===== src/rtl/alu_issue_ctrl_if.sv =====
// Handshake and ALU-drive signals between the issue controller, its producer, consumer and ALU.
// The slave modport is the controller's view; master is the surrounding environment.
interface alu_issue_ctrl_if #(
  parameter int unsigned XLEN = 32
);
  logic            in_valid;
  logic            in_ready;
  logic [31:0]     instr;
  logic [XLEN-1:0] rs1_val;
  logic [XLEN-1:0] rs2_val;
  logic [XLEN-1:0] pc;
  logic [XLEN-1:0] alu_in0;
  logic [XLEN-1:0] alu_in1;
  logic [3:0]      alu_op;
  logic [XLEN-1:0] alu_out;
  logic            out_valid;
  logic            out_ready;
  logic [XLEN-1:0] out_data;
  logic [4:0]      out_rd;
  logic            out_illegal;

  modport slave (
    input  in_valid, instr, rs1_val, rs2_val, pc, alu_out, out_ready,
    output in_ready, alu_in0, alu_in1, alu_op, out_valid, out_data, out_rd, out_illegal
  );

  modport master (
    output in_valid, instr, rs1_val, rs2_val, pc, alu_out, out_ready,
    input  in_ready, alu_in0, alu_in1, alu_op, out_valid, out_data, out_rd, out_illegal
  );
endinterface


===== src/rtl/alu_issue_ctrl.sv =====
// Multi-cycle RV32I issue controller: decodes one instruction, sequences a 1-bit-per-op
// shifting ALU, and hands the result to writeback over valid/ready.
module alu_issue_ctrl (
  input  logic                clk,
  input  logic                rst_n,
  alu_issue_ctrl_if.slave     bus_io
);
  localparam logic [3:0] OpAnd = 4'b0000;
  localparam logic [3:0] OpOr  = 4'b0001;
  localparam logic [3:0] OpAdd = 4'b0010;
  localparam logic [3:0] OpSub = 4'b0011;
  localparam logic [3:0] OpSra = 4'b0100;
  localparam logic [3:0] OpSrl = 4'b0110;
  localparam logic [3:0] OpSll = 4'b0111;
  localparam logic [3:0] OpLui = 4'b1000;

  typedef enum logic [1:0] {StIdle, StExec, StShift, StDone} state_e;

  state_e      state_q, state_d;
  logic [31:0] in0_q, in0_d;  // doubles as the shift accumulator
  logic [31:0] in1_q, in1_d;
  logic [3:0]  op_q, op_d;
  logic [4:0]  cnt_q, cnt_d;
  logic [4:0]  rd_q, rd_d;
  logic [31:0] data_q, data_d;
  logic        illegal_q, illegal_d;

  logic [6:0]  opcode;
  logic [2:0]  funct3;
  logic [6:0]  funct7;
  logic [31:0] imm_i;
  logic        dec_ill, dec_shift;
  logic [3:0]  dec_op;
  logic [31:0] dec_in1;
  logic [4:0]  dec_shamt;

  assign opcode = bus_io.instr[6:0];
  assign funct3 = bus_io.instr[14:12];
  assign funct7 = bus_io.instr[31:25];
  assign imm_i  = {{20{bus_io.instr[31]}}, bus_io.instr[31:20]};

  always_comb begin
    dec_ill   = 1'b1;
    dec_shift = 1'b0;
    dec_op    = OpAnd;
    dec_in1   = bus_io.rs2_val;
    dec_shamt = bus_io.rs2_val[4:0];
    if (opcode == 7'b0110011 || opcode == 7'b0010011) begin
      if (opcode == 7'b0010011) begin
        dec_in1   = imm_i;
        dec_shamt = bus_io.instr[24:20];
      end
      case (funct3)
        3'b000: begin
          if (opcode == 7'b0010011 || funct7 == 7'b0000000) begin
            dec_ill = 1'b0;
            dec_op  = OpAdd;
          end else if (funct7 == 7'b0100000) begin
            dec_ill = 1'b0;
            dec_op  = OpSub;
          end
        end
        3'b111: begin
          dec_ill = (opcode == 7'b0110011) && (funct7 != 7'b0000000);
          dec_op  = OpAnd;
        end
        3'b110: begin
          dec_ill = (opcode == 7'b0110011) && (funct7 != 7'b0000000);
          dec_op  = OpOr;
        end
        3'b001: begin
          dec_ill   = funct7 != 7'b0000000;
          dec_shift = 1'b1;
          dec_op    = OpSll;
        end
        3'b101: begin
          dec_ill   = (funct7 != 7'b0000000) && (funct7 != 7'b0100000);
          dec_shift = 1'b1;
          dec_op    = funct7[5] ? OpSra : OpSrl;
        end
        default: dec_ill = 1'b1;
      endcase
    end else if (opcode == 7'b0110111 || opcode == 7'b0010111) begin
      dec_ill = 1'b0;
      dec_op  = OpLui;
      dec_in1 = (opcode == 7'b0010111) ? bus_io.pc : 32'd0;
    end
  end

  always_comb begin
    state_d   = state_q;
    in0_d     = in0_q;
    in1_d     = in1_q;
    op_d      = op_q;
    cnt_d     = cnt_q;
    rd_d      = rd_q;
    data_d    = data_q;
    illegal_d = illegal_q;
    unique case (state_q)
      StIdle: begin
        if (bus_io.in_valid) begin
          rd_d      = bus_io.instr[11:7];
          op_d      = dec_op;
          in0_d     = (dec_op == OpLui) ? {12'd0, bus_io.instr[31:12]} : bus_io.rs1_val;
          in1_d     = dec_in1;
          cnt_d     = dec_shamt;
          illegal_d = dec_ill;
          if (dec_ill) begin
            data_d  = 32'd0;
            state_d = StDone;
          end else if (dec_shift && dec_shamt == 5'd0) begin
            data_d  = bus_io.rs1_val;
            state_d = StDone;
          end else if (dec_shift) begin
            state_d = StShift;
          end else begin
            state_d = StExec;
          end
        end
      end
      StExec: begin
        data_d  = bus_io.alu_out;
        state_d = StDone;
      end
      StShift: begin
        in0_d = bus_io.alu_out;
        cnt_d = cnt_q - 5'd1;
        if (cnt_q == 5'd1) begin
          data_d  = bus_io.alu_out;
          state_d = StDone;
        end
      end
      StDone: begin
        if (bus_io.out_ready) state_d = StIdle;
      end
      default: state_d = StIdle;
    endcase
  end

  always_ff @(posedge clk or negedge rst_n) begin
    if (!rst_n) begin
      state_q   <= StIdle;
      in0_q     <= 32'd0;
      in1_q     <= 32'd0;
      op_q      <= OpAnd;
      cnt_q     <= 5'd0;
      rd_q      <= 5'd0;
      data_q    <= 32'd0;
      illegal_q <= 1'b0;
    end else begin
      state_q   <= state_d;
      in0_q     <= in0_d;
      in1_q     <= in1_d;
      op_q      <= op_d;
      cnt_q     <= cnt_d;
      rd_q      <= rd_d;
      data_q    <= data_d;
      illegal_q <= illegal_d;
    end
  end

  always_comb begin
    bus_io.alu_in0 = 32'd0;
    bus_io.alu_in1 = 32'd0;
    bus_io.alu_op  = OpAnd;
    if (state_q == StExec) begin
      bus_io.alu_in0 = in0_q;
      bus_io.alu_in1 = in1_q;
      bus_io.alu_op  = op_q;
    end else if (state_q == StShift) begin
      bus_io.alu_in0 = in0_q;
      bus_io.alu_op  = op_q;
    end
  end

  // Gating with rst_n keeps in_ready low while reset is asserted.
  assign bus_io.in_ready    = (state_q == StIdle) && rst_n;
  assign bus_io.out_valid   = state_q == StDone;
  assign bus_io.out_data    = data_q;
  assign bus_io.out_rd      = rd_q;
  assign bus_io.out_illegal = illegal_q;
endmodule


===== src/flat_wrapper.sv =====
// flat-port wrapper written by rule: the top's interface ports become plain ports
module alu_issue_ctrl_flat 
  (clk, rst_n, bus_io_in_valid, bus_io_instr, bus_io_rs1_val, bus_io_rs2_val, bus_io_pc, bus_io_alu_out, bus_io_out_ready, bus_io_in_ready, bus_io_alu_in0, bus_io_alu_in1, bus_io_alu_op, bus_io_out_valid, bus_io_out_data, bus_io_out_rd, bus_io_out_illegal);
  alu_issue_ctrl_if bus_io_i ();
  input  logic clk;
  input  logic rst_n;
  input wire logic [$bits(bus_io_i.in_valid)-1:0] bus_io_in_valid;
  input wire logic [$bits(bus_io_i.instr)-1:0] bus_io_instr;
  input wire logic [$bits(bus_io_i.rs1_val)-1:0] bus_io_rs1_val;
  input wire logic [$bits(bus_io_i.rs2_val)-1:0] bus_io_rs2_val;
  input wire logic [$bits(bus_io_i.pc)-1:0] bus_io_pc;
  input wire logic [$bits(bus_io_i.alu_out)-1:0] bus_io_alu_out;
  input wire logic [$bits(bus_io_i.out_ready)-1:0] bus_io_out_ready;
  output wire logic [$bits(bus_io_i.in_ready)-1:0] bus_io_in_ready;
  output wire logic [$bits(bus_io_i.alu_in0)-1:0] bus_io_alu_in0;
  output wire logic [$bits(bus_io_i.alu_in1)-1:0] bus_io_alu_in1;
  output wire logic [$bits(bus_io_i.alu_op)-1:0] bus_io_alu_op;
  output wire logic [$bits(bus_io_i.out_valid)-1:0] bus_io_out_valid;
  output wire logic [$bits(bus_io_i.out_data)-1:0] bus_io_out_data;
  output wire logic [$bits(bus_io_i.out_rd)-1:0] bus_io_out_rd;
  output wire logic [$bits(bus_io_i.out_illegal)-1:0] bus_io_out_illegal;
  assign bus_io_i.in_valid = bus_io_in_valid;
  assign bus_io_i.instr = bus_io_instr;
  assign bus_io_i.rs1_val = bus_io_rs1_val;
  assign bus_io_i.rs2_val = bus_io_rs2_val;
  assign bus_io_i.pc = bus_io_pc;
  assign bus_io_i.alu_out = bus_io_alu_out;
  assign bus_io_i.out_ready = bus_io_out_ready;
  assign bus_io_in_ready = bus_io_i.in_ready;
  assign bus_io_alu_in0 = bus_io_i.alu_in0;
  assign bus_io_alu_in1 = bus_io_i.alu_in1;
  assign bus_io_alu_op = bus_io_i.alu_op;
  assign bus_io_out_valid = bus_io_i.out_valid;
  assign bus_io_out_data = bus_io_i.out_data;
  assign bus_io_out_rd = bus_io_i.out_rd;
  assign bus_io_out_illegal = bus_io_i.out_illegal;
  alu_issue_ctrl u_core (.clk(clk), .rst_n(rst_n), .bus_io(bus_io_i));
endmodule

===== config.mk =====
export PLATFORM = sky130hd
export DESIGN_NAME = alu_issue_ctrl_flat
export DESIGN_NICKNAME = d
export VERILOG_FILES = /design/src/rtl/alu_issue_ctrl_if.sv /design/src/rtl/alu_issue_ctrl.sv /design/src/flat_wrapper.sv
export SDC_FILE = /design/constraint.sdc
export NUM_CORES = 1
export LEC_CHECK = 0
export ABC_AREA = 1
export BUFFER_PORTS_ARGS = -buffer_cell sky130_fd_sc_hd__buf_2
export CAP_MARGIN = 20
export CORE_ASPECT_RATIO = 0.6
export CORE_MARGIN = 2
export CORE_UTILIZATION = 46
export DETAILED_ROUTE_END_ITERATION = 12
export PLACE_DENSITY_LB_ADDON = 0.25
export SKIP_CTS_REPAIR_TIMING = 1
export SYNTH_ARGS = -nofsm -noshare
export SYNTH_HDL_FRONTEND = slang
export SYNTH_SLANG_ARGS = --single-unit

===== constraint.sdc =====
create_clock -name clk -period 2.4 [get_ports clk]
set_clock_uncertainty 0.05 [all_clocks]
set_input_delay 0.72 -clock clk [delete_from_list [all_inputs] [get_ports clk]]
set_output_delay 0.72 -clock clk [all_outputs]
set_load 0.01 [all_outputs]

==> results.md <==
* Syn. warnings at 0
* GRT Util Overall at between 20 and 30%
* Slew headroom at 55.8%
* Drt via density at 5.24
* DRC at 0
* Wire length per cell at 15.6 um
* R2R depth at 8
* Pre-Repair DR Iteration Count at 6
* Reg2Reg Launch Point: u_core.state_q[0]
* Initial Util at 47.2%
* Area grow syn2layout at 36.5%
* Sequential share of power at 25.8%
* LEAKAGE at ~0.0057 uW
* Fmax at around 0.41 GHz
* Critical Path AT at 1660 ps
* Latest clock arrival within the worst-skew pair at ~400 ps
* Clk buf depth at 2
* Status: finished with violations
* Share of cells above drive strength 1 at 28.9%
* Placed Cells incl. Taps at between 1.5k and 2k
* Total power at about 12000 uW
* TritonCTS Buffers at 17
* Fin crit period at roughly 2400 ps
* Die area at 16800 um2
* CTS Root Cell: clkbuf_16
* Die Wd at ~170 um
* Clk pin slew, worst setup/hold paths at 60 ps
* Routed WL at 24.7 mm
* DIE HEIGHT at 101 um
* Syn Std Cell Area at 7260 um2
* Max cap viols at 0
* Maximum vdd ir drop at 0.694 mV
* FF-to-FF End: u_core.in0_q[11]
* Largest net degree at the start of global routing at 114
* Clock share of power at 22.5%
* Unique masters post-synth at 33
* Area of the multi-input gates at between 3000 and 4000 um2
* Cells after synthesis at 1097
* Hold Path Class: in -> async
* First-pass GRT wire length at 39.4 mm
* Post-layout util at approximately 64%
* WS Path Type: reg -> out
* Number of global-route vias before repair at approximately 7.7k
* RSZ-0062 raised after global routing: yes
* Power per cell area at 1250 nW/um2
* Register area at 2830 um2
* Yosys reg bits at 113
* Final WS setup at -29.4 ps
* Tcrit/Tclk final at 101%
* Critical path startpoint category: register
* # rows at 35
* Worst Setup End Kind: output pin
* Fin Hold WS at 329 ps
* Area of the core at between 15000 and 20000 um2
* Dpl hpwl at 17.5 mm
* Worst R2R Setup Slack at 150 ps
* GP Congestion at 0.908
* Worst-Margin Slew at 664 ps
* Syn nets at 1267
* 1st-iter DRT viols at 880
* Initial antenna violation count at 2
* Pint at 7060 uW
* DRT antenna net count at 0
* Clock H-tree levels at 4
* Count of final setup violators at 22
* Worst EP required at 1630 ps
* Layout Nets at 1530
* Total global routing overflow at 0
* CP Max Fanout at 8
* # fillers at ~1.4k
* Switch share at between 40% and 50%
* Clk sinks at 113
* Combinational share of power at 51.7%
* TritonCTS clock tree: built
* Max Slew Vio Count at 0
* Post-synthesis sequential area ratio at 39.0%
* Switch Pwr at 5290 uW
* Final setup TNS at -222 ps
* Io pins at 272
* DR vias at 8263
* Mapped Avg Cell Area at approximately 6.6 um2
* Port bufs at between 200 and 300
* Post-route insts no fill at ~1.6k
* Final Hold Fails at 0
* Failing checks: setup timing
cells by family after synthesis:
family | after synthesis | synth area share, %
AO/OA/AOI/OAI | 189 | 15.7
adder cells (fa/ha/maj) | 6 | 1.03
buffers and inverters | 236 | 13.0
flip-flops | 113 | 39.0
AND/OR/NAND/NOR | 553 | 31.4
synth_stat cells:
master	count	area share, %
a211oi_1	6	0.62
a21oi_1	27	1.9
a22o_1	1	0.12
a22oi_1	12	1.2
a31oi_1	4	0.34
buf_1	2	0.10
buf_2	11	0.76
buf_4	1	0.10
buf_6	5	0.78
clkbuf_1	55	2.8
clkinv_1	1	0.052
dfrtp_1	113	39
ha_1	6	1.0
inv_1	159	8.2
inv_2	2	0.10
nand2_1	314	16
nand2_2	3	0.26
nand2_4	2	0.31
nand3_1	114	7.9
nand3_2	1	0.14
nor2_1	112	5.8
nor2_2	1	0.086
nor2_4	2	0.31
nor3_1	3	0.21
nor3_2	1	0.14
o2111ai_1	1	0.12
o211ai_1	26	2.7
o21ai_0	86	5.9
o21ai_1	2	0.14
o221ai_1	14	1.7
o22ai_1	8	0.69
o311ai_0	1	0.12
o31ai_1	1	0.10
per-stage QoR:
step / area [um2] / setup WS (ps)
finish: 9900 / -29.4
CTS: 9620 / -293
global route: 9900 / -92.9
detailed placement: 8980 / -63.9
floorplan: 7260 / 119
global placement: 8980 / 34.8
power groups by stage:
stage               sequential [uW]  combinational (uW)  clock (uW)
floorplan                      3200                3680           0
global placement               3170                5630           0
detailed placement             3170                5750           0
CTS                            3160                5770        2820
global route                   3270                7160        2910
finish                         3190                6380        2780
cell usage in the layout (no fill, tap or decap), types with 6 or more instances in the layout:
cell         n
nand2_1    314
o211ai_1    26
o21ai_0     85
dfrtp_1    111
nand3_1    114
nor2_2      17
a22oi_1     12
o221ai_1    14
nor2_1      86
nor2_4      12
buf_12       9
buf_6        9
inv_1      157
clkbuf_16   18
a21oi_1     27
a211oi_1     6
o22ai_1      8
buf_2      262
buf_4       36
worst max-delay path: stages (launching register included):
cell and delay, ps:
dfrtp_2 440, inv_2 90, ha_4 160, nor2_4 50, buf_12 130, buf_12 150, nor2_2 100, buf_2 140
sequential cells by signal, indices dropped and copies added (netlist names):
register / flops
u_core.bus_io.out_data: 32
u_core.in0_q: 32
u_core.bus_io.out_illegal: 1
u_core.state_q: 2
u_core.op_q: 4
u_core.in1_q: 32
u_core.bus_io.out_rd: 5
u_core.cnt_q: 5
worst max-delay path by stage:
| stage | from | endpoint | slack, ps | cells past startpoint |
|---|---|---|---|---|
| finish | u_core.state_q[1] | bus_io_alu_in0[6] | -30 | 7 |
| global route | u_core.state_q[1] | bus_io_alu_in0[15] | -90 | 7 |
| CTS | u_core.state_q[0] | bus_io_alu_in0[20] | -290 | 6 |
| detailed placement | bus_io_instr[3] | u_core.bus_io.out_data[20] | -60 | 13 |
| global placement | bus_io_instr[3] | u_core.bus_io.out_data[30] | 30 | 12 |
| floorplan | u_core.state_q[0] | bus_io_alu_in0[10] | 120 | 6 |
final cells by class:
cell class                 instances  area share, %
antenna                            2         0.0505
sequential                       113           28.6
inverter                         162           6.14
multi-input combinational        748           37.0
timing repair buffer             318           19.2
tap                              203           2.56
clock buffer                      18           4.33
clock inverter                    13           2.13
per-layer routing:
layer | vias up | share of wire (%) | global-route usage [%] | wire length, um
met5 | - | 0.028 | 0 | 7
met4 | 2 | 1.2 | 8.03 | 298
met3 | 27 | 8.7 | 6.14 | 2150
met2 | 376 | 43 | 44.2 | 10700
met1 | 3836 | 47 | 42.7 | 11500
li1 | 4022 | - | - | -
Power figures use the tool's default switching activity.
